File: src/rtl/fft_pkg.sv
// Shared constants for the FFT output path: frame size, index width and the
// output sequencer state encoding.
package fft_pkg;
  localparam int FFT_POINTS = 64;
  localparam int FFT_IDX_W  = 6;

  localparam logic [1:0] IDLE  = 2'd0;
  localparam logic [1:0] RUN   = 2'd1;
  localparam logic [1:0] DRAIN = 2'd2;
endpackage

File: src/rtl/fft_out_sequencer_if.sv
// Valid/ready output bus carrying one FFT result word with its index and
// an end-of-frame marker.
interface fft_out_sequencer_if #(
  parameter int DATA_LENGTH = 8
);
  logic [DATA_LENGTH-1:0]       out_data;
  logic                         out_valid;
  logic                         out_ready;
  logic [fft_pkg::FFT_IDX_W-1:0] out_index;
  logic                         out_last;

  modport master (
    output out_data,
    output out_valid,
    output out_index,
    output out_last,
    input  out_ready
  );

  modport slave (
    input  out_data,
    input  out_valid,
    input  out_index,
    input  out_last,
    output out_ready
  );
endinterface

File: src/rtl/fft_out_reg_slice.sv
// Single-entry valid/ready output register. A new word may be loaded when the
// slot is empty or the current word is being accepted in the same cycle.
module fft_out_reg_slice
  import fft_pkg::*;
#(
  parameter int DATA_LENGTH = 8
) (
  input  logic                   clk,
  input  logic                   rst,
  input  logic                   load,
  input  logic [DATA_LENGTH-1:0] data,
  input  logic [FFT_IDX_W-1:0]   index,
  input  logic                   last,
  input  logic                   ready,
  output logic                   out_valid,
  output logic [DATA_LENGTH-1:0] out_data,
  output logic [FFT_IDX_W-1:0]   out_index,
  output logic                   out_last,
  output logic                   can_load
);
  logic                   vld_p1;
  logic [DATA_LENGTH-1:0] data_p1;
  logic [FFT_IDX_W-1:0]   index_p1;
  logic                   last_p1;

  assign can_load  = !vld_p1 || ready;
  assign out_valid = vld_p1;
  assign out_data  = data_p1;
  assign out_index = index_p1;
  assign out_last  = last_p1;

  // Output register stage
  always_ff @(posedge clk) begin
    if (rst) begin
      vld_p1   <= 1'b0;
      data_p1  <= '0;
      index_p1 <= '0;
      last_p1  <= 1'b0;
    end else if (load) begin
      vld_p1   <= 1'b1;
      data_p1  <= data;
      index_p1 <= index;
      last_p1  <= last;
    end else if (vld_p1 && ready) begin
      vld_p1  <= 1'b0;
      last_p1 <= 1'b0;
    end
  end
endmodule

File: src/rtl/fft_out_sequencer.sv
// Steps the 64-to-1 result mux through 0..63 and streams each word out over a
// valid/ready bus. Optional start-overrun counter: FFT_SEQ_OVERRUN_CNT_EN.
module fft_out_sequencer
  import fft_pkg::*;
#(
  parameter int DATA_LENGTH = 8,
  parameter int NUM_POINTS  = FFT_POINTS
) (
  input  logic                   clk,
  input  logic                   rst,
  input  logic                   start,
  output logic                   busy,
  output logic [6:0]             mux_sel,
  input  logic [DATA_LENGTH-1:0] mux_data,
  fft_out_sequencer_if.master    bus,
  output logic                   done
`ifdef FFT_SEQ_OVERRUN_CNT_EN
  ,
  output logic [7:0]             overrun_cnt
`endif
);
  localparam logic [FFT_IDX_W-1:0] LAST_IDX = FFT_IDX_W'(NUM_POINTS - 1);

  logic [1:0]             state;
  logic [FFT_IDX_W-1:0]   cnt;
  logic                   load;
  logic                   can_load;
  logic                   valid_q;
  logic [DATA_LENGTH-1:0] data_q;
  logic [FFT_IDX_W-1:0]   index_q;
  logic                   last_q;

  assign mux_sel = {1'b0, cnt};
  assign busy    = (state != IDLE);
  assign load    = (state == RUN) && can_load;

  fft_out_reg_slice #(
    .DATA_LENGTH(DATA_LENGTH)
  ) u_slice (
    .clk      (clk),
    .rst      (rst),
    .load     (load),
    .data     (mux_data),
    .index    (cnt),
    .last     (cnt == LAST_IDX),
    .ready    (bus.out_ready),
    .out_valid(valid_q),
    .out_data (data_q),
    .out_index(index_q),
    .out_last (last_q),
    .can_load (can_load)
  );

  assign bus.out_valid = valid_q;
  assign bus.out_data  = data_q;
  assign bus.out_index = index_q;
  assign bus.out_last  = last_q;

  // Sequencer FSM and select counter
  always_ff @(posedge clk) begin
    if (rst) begin
      state <= IDLE;
      cnt   <= '0;
      done  <= 1'b0;
    end else begin
      done <= 1'b0;
      case (state)
        IDLE: begin
          if (start) begin
            cnt   <= '0;
            state <= RUN;
          end
        end
        RUN: begin
          if (load) begin
            if (cnt == LAST_IDX) begin
              cnt   <= '0;
              state <= DRAIN;
            end else begin
              cnt <= cnt + 1'b1;
            end
          end
        end
        DRAIN: begin
          // The final word is already registered; wait for it to be taken.
          if (valid_q && bus.out_ready) begin
            done  <= 1'b1;
            state <= IDLE;
          end
        end
        default: state <= IDLE;
      endcase
    end
  end

`ifdef FFT_SEQ_OVERRUN_CNT_EN
  always_ff @(posedge clk) begin
    if (rst) begin
      overrun_cnt <= '0;
    end else if (start && (state != IDLE) && (overrun_cnt != 8'hFF)) begin
      overrun_cnt <= overrun_cnt + 8'd1;
    end
  end
`endif
endmodule

File: src/flat_wrapper.sv
// flat-port wrapper written by rule: the top's interface ports become plain ports
module fft_out_sequencer_flat import fft_pkg::*;
#(
  parameter int DATA_LENGTH = 8,
  parameter int NUM_POINTS  = FFT_POINTS
)
  (clk, rst, start, busy, mux_sel, mux_data, done, bus_out_data, bus_out_valid, bus_out_index, bus_out_last, bus_out_ready);
  fft_out_sequencer_if #(.DATA_LENGTH(DATA_LENGTH)) bus_i ();
  input  logic clk;
  input  logic rst;
  input  logic start;
  output logic busy;
  output logic [6:0] mux_sel;
  input  logic [DATA_LENGTH-1:0] mux_data;
  output logic done;
  output wire logic [$bits(bus_i.out_data)-1:0] bus_out_data;
  output wire logic [$bits(bus_i.out_valid)-1:0] bus_out_valid;
  output wire logic [$bits(bus_i.out_index)-1:0] bus_out_index;
  output wire logic [$bits(bus_i.out_last)-1:0] bus_out_last;
  input wire logic [$bits(bus_i.out_ready)-1:0] bus_out_ready;
  assign bus_out_data = bus_i.out_data;
  assign bus_out_valid = bus_i.out_valid;
  assign bus_out_index = bus_i.out_index;
  assign bus_out_last = bus_i.out_last;
  assign bus_i.out_ready = bus_out_ready;
  fft_out_sequencer #(.DATA_LENGTH(DATA_LENGTH), .NUM_POINTS(NUM_POINTS)) u_core (.clk(clk), .rst(rst), .start(start), .busy(busy), .mux_sel(mux_sel), .mux_data(mux_data), .bus(bus_i), .done(done));
endmodule
File: config.mk
export PLATFORM = sky130hd
export DESIGN_NAME = fft_out_sequencer_flat
export DESIGN_NICKNAME = d
export VERILOG_FILES = /design/src/rtl/fft_pkg.sv /design/src/rtl/fft_out_sequencer_if.sv /design/src/rtl/fft_out_reg_slice.sv /design/src/rtl/fft_out_sequencer.sv /design/src/flat_wrapper.sv
export SDC_FILE = /design/constraint.sdc
export NUM_CORES = 1
export LEC_CHECK = 0
export ABC_AREA = 0
export CAP_MARGIN = 20
export CORE_ASPECT_RATIO = 0.9
export CORE_UTILIZATION = 25
export CTS_CLUSTER_DIAMETER = 30
export DETAILED_ROUTE_END_ITERATION = 10
export GPL_TIMING_DRIVEN = 0
export HOLD_SLACK_MARGIN = 0.15
export PLACE_DENSITY = 0.46
export RECOVER_POWER = 25
export SYNTH_ARGS = -nofsm -noshare
export SYNTH_HDL_FRONTEND = slang
export SYNTH_SLANG_ARGS = --single-unit
File: constraint.sdc
create_clock -name clk -period 1.8 [get_ports clk]
set_input_delay 0.36 -clock clk [delete_from_list [all_inputs] [get_ports clk]]
set_output_delay 0.36 -clock clk [all_outputs]
set_load 0.02 [all_outputs]
==> run_results.csv, run 1 <==
group,metric,value,unit
clock_tree,htreeDepth,1,
route,avgRoutedWirePerCell,11.81,microns
die,core_area,4156,sq um
timing,hold_violations,0,
yosys,yosysSeqAreaShare,0.4551,
power_and_ir_drop,total_power,1.109,mW
die,rows,22,
power_and_ir_drop,power_density,720.9,nW/um^2
timing,clock_skew,0.007779,ns
yosys,synth-edff-count,0,
yosys,yosysWarnings,0,
timing,setup_viol,0,
die,start_util,0.2646,
worst_hold_path,hp-class,"primary input to flop",
placed_design,detailedPlace.worstSlack,-0.02052,ns
route,vias,1020,
finish,drive_above_1_share,0.1078,
global_route,antenna_found_initial,0,
route,drc,0,
yosys,synth_cells,129,
global_route,grt_pass1_vias,973,
clock_tree,cts_buffers,3,
yosys,netlist_top_cells_area,"dfxtp_1 46%, nand2_1 11%, a21oi_1 8.6%, nand3b_1 2.7%, clkbuf_8 2.5%",
yosys,synth.avg_cell_area,8.526,sq um
power_and_ir_drop,power.leakage,0.5435,nW
critical_path,path_class,"flop to primary output",
critical_path,rr_worst_depth,6,
power_and_ir_drop,irDropWorstVdd,0.4170,mV
timing,tns,0,ns
route,drtPass1Iterations,4,
finish,nNetsFinal,181,
finish,multi_input_area,521.8,sq um
global_route,grt_usage,0.1269,
finish,regArea,500.5,sq um
yosys,synth_top_area_share,0.4551,
placed_design,dpl.hpwl,1948,microns
yosys,synth.distinct_cells,35,
placed_design,placed_cell_area,1515,sq um
placed_design,gp_congestion,0.7250,
yosys,synth-simple-area-share,0.2787,
yosys,synth_common_cells,"32 x nand2_1, 25 x dfxtp_1, 19 x a21oi_1, 7 x nor2_1",
run_status,status,"completed",
global_route,grt_max_degree,14,
die,dieArea,4669,sq um
clock_tree,ctsLongestPathBuffers,2,
clock_tree,cts.clk_slew.worst_paths,0.09,ns
yosys,synth_top_family_by_area,"simple AND/OR/NAND/NOR gates",
timing,rsz0062_at_grt,"no",
finish,fillers,424,
job,maxCapViolCount,0,
yosys,synth_fa_ha_area_frac,0.01138,
finish,stdcell_area,1538,sq um
yosys,synth_top_cell_by_area,"dfxtp_1",
placed_design,port_buffers,34,
die,io_pins,37,
yosys,synth_compound_gate_area_share,0.1832,
yosys,synth_xor_area_frac,0,
finish,syn_to_final_growth,39.82,%
yosys,synth-seq-cells,25,
critical_path,crit_required,1.44,ns
timing,fin_crit_sh,0.9634,
clock_tree,cts_tree,"done",
die,die_h,64.93,microns
timing,layout_setup_ws,0.06594,ns
route,via_per_inst,4.493,
worst_hold_path,hold_depth,2,
timing,clock.fmax,0.5767,GHz
global_route,grt.overflow.total,0,
critical_path,path_max_fanout,10,
route,drtIter0Drc,53,
clock_tree,clk_latency,0.27,ns
die,die-width,71.92,microns
finish,antenna_cells,0,
timing,period_minus_slack,1.734,ns
clock_tree,cts_root_buf,"clkbuf_8",
yosys,syn-cell-area,1100,sq um
critical_path,critPathLaunchType,"flop",
yosys,yosysMostFrequentCell,"nand2_1",
critical_path,arrival,1.37,ns
clock_tree,hold_buffers,0,
yosys,ys.flop_type,"dfxtp_1",
timing,final_max_slew_viol_count,0,
clock_tree,cts.sinks,25,
yosys,async_flop_share,0,
yosys,synth.area.mux_share,0,
route,postRouteAntennaNets,0,
yosys,synth_nets,142,
global_route,grt_pass1_wl,4526,microns
route,routed_wl,2681,microns
critical_path,end_kind,"primary output",
==> path summary, 6_finish.rpt <==
check | to | from | slack [ns]
max | busy | u_core.state[0] | 0.07
min | u_core.state[0] | rst | 0.32
max reg2reg | u_core.state[1] | u_core.cnt[0] | 0.25
min reg2reg | u_core.u_slice.out_data[0] | u_core.u_slice.out_data[0] | 0.46
==> where the power goes <==
part / switching, mW / internal, mW
combinational: 0.0983 / 0.0900
clock: 0.178 / 0.158
sequential: 0.0131 / 0.571
==> worst max-delay path, stage by stage, from the launching register on <==
cell and delay, ns:
dfxtp_1 0.33, clkbuf_8 0.16, or2_2 0.29, dlygate4sd2_1 0.32
==> sequential cells by signal, indices dropped and copies added (netlist names) <==
name                      flops
u_core.u_slice.out_data       8
u_core.cnt                    6
u_core.u_slice.out_index      6
u_core.state                  2
u_core.done                   1
u_core.u_slice.out_last       1
u_core.u_slice.out_valid      1
==> cell type report <==
type / instances / share of cell area
tap: 60 / 0.04882
sequential: 25 / 0.3255
multi-input combinational: 95 / 0.3393
clock buffer: 4 / 0.02929
timing repair buffer: 34 / 0.2083
buffer: 9 / 0.04882
==> timing repair <==
| item | 4_1_cts | 5_1_grt |
|---|---|---|
| gates resized for setup | 1 | 3 |
| buffers inserted | 0 | 0 |
| endpoints found under the setup margin | 1 | 3 |
| hold endpoints to repair | 0 | 0 |
==> cells in the final DEF (no fill, tap or decap), types with 2 or more instances in the layout <==
| master | synthesis | layout |
|---|---|---|
| a21oi_1 | 19 | 19 |
| buf_2 | 2 | 2 |
| a21o_1 | 2 | 2 |
| clkdlybuf4s50_1 | 0 | 29 |
| nand3b_1 | 4 | 4 |
| clkbuf_1 | 1 | 5 |
| nor2_1 | 7 | 7 |
| nand3_1 | 4 | 4 |
| nor2b_1 | 2 | 2 |
| clkbuf_8 | 2 | 5 |
| o21ai_0 | 2 | 2 |
| buf_4 | 3 | 3 |
| nor3_1 | 3 | 3 |
| nand2_1 | 32 | 32 |
| dfxtp_1 | 25 | 25 |
==> routing by layer <==
metal | global-route usage | up-vias | share of wire | wire length (microns)
li1 | - | 514 | - | -
met1 | 0.1546 | 467 | 0.47 | 1255
met2 | 0.2075 | 32 | 0.46 | 1235
met3 | 0.04977 | 7 | 0.063 | 169
met4 | 0.03431 | 0 | 0.0078 | 21
met5 | 0 | - | 0 | 0
==> logic make-up after synthesis <==
family / count (synthesis)
flip-flops: 25
AND/OR/NAND/NOR: 61
buffers and inverters: 9
other: 1
adder cells (fa/ha/maj): 1
AO/OA/AOI/OAI: 32
==> through the flow <==
step | std cells | hold slack, ns | utilization
finish | 227 | 0.3191 | 0.3700
global route | 227 | 0.3118 | 0.3700
CTS | 227 | 0.3122 | 0.3751
detailed placement | 223 | 0.4467 | 0.3645
global placement | 223 | 0.4420 | 0.3645
floorplan | 129 | 0.4933 | -
(Power assumes the default switching activity.)
==> inputs of run 2 (changes only) <==
SKIP_LAST_GASP = 1   (was default)
==> results of run 2 <==
No change in the layout: final DEF, timing and power equal those of run 1.
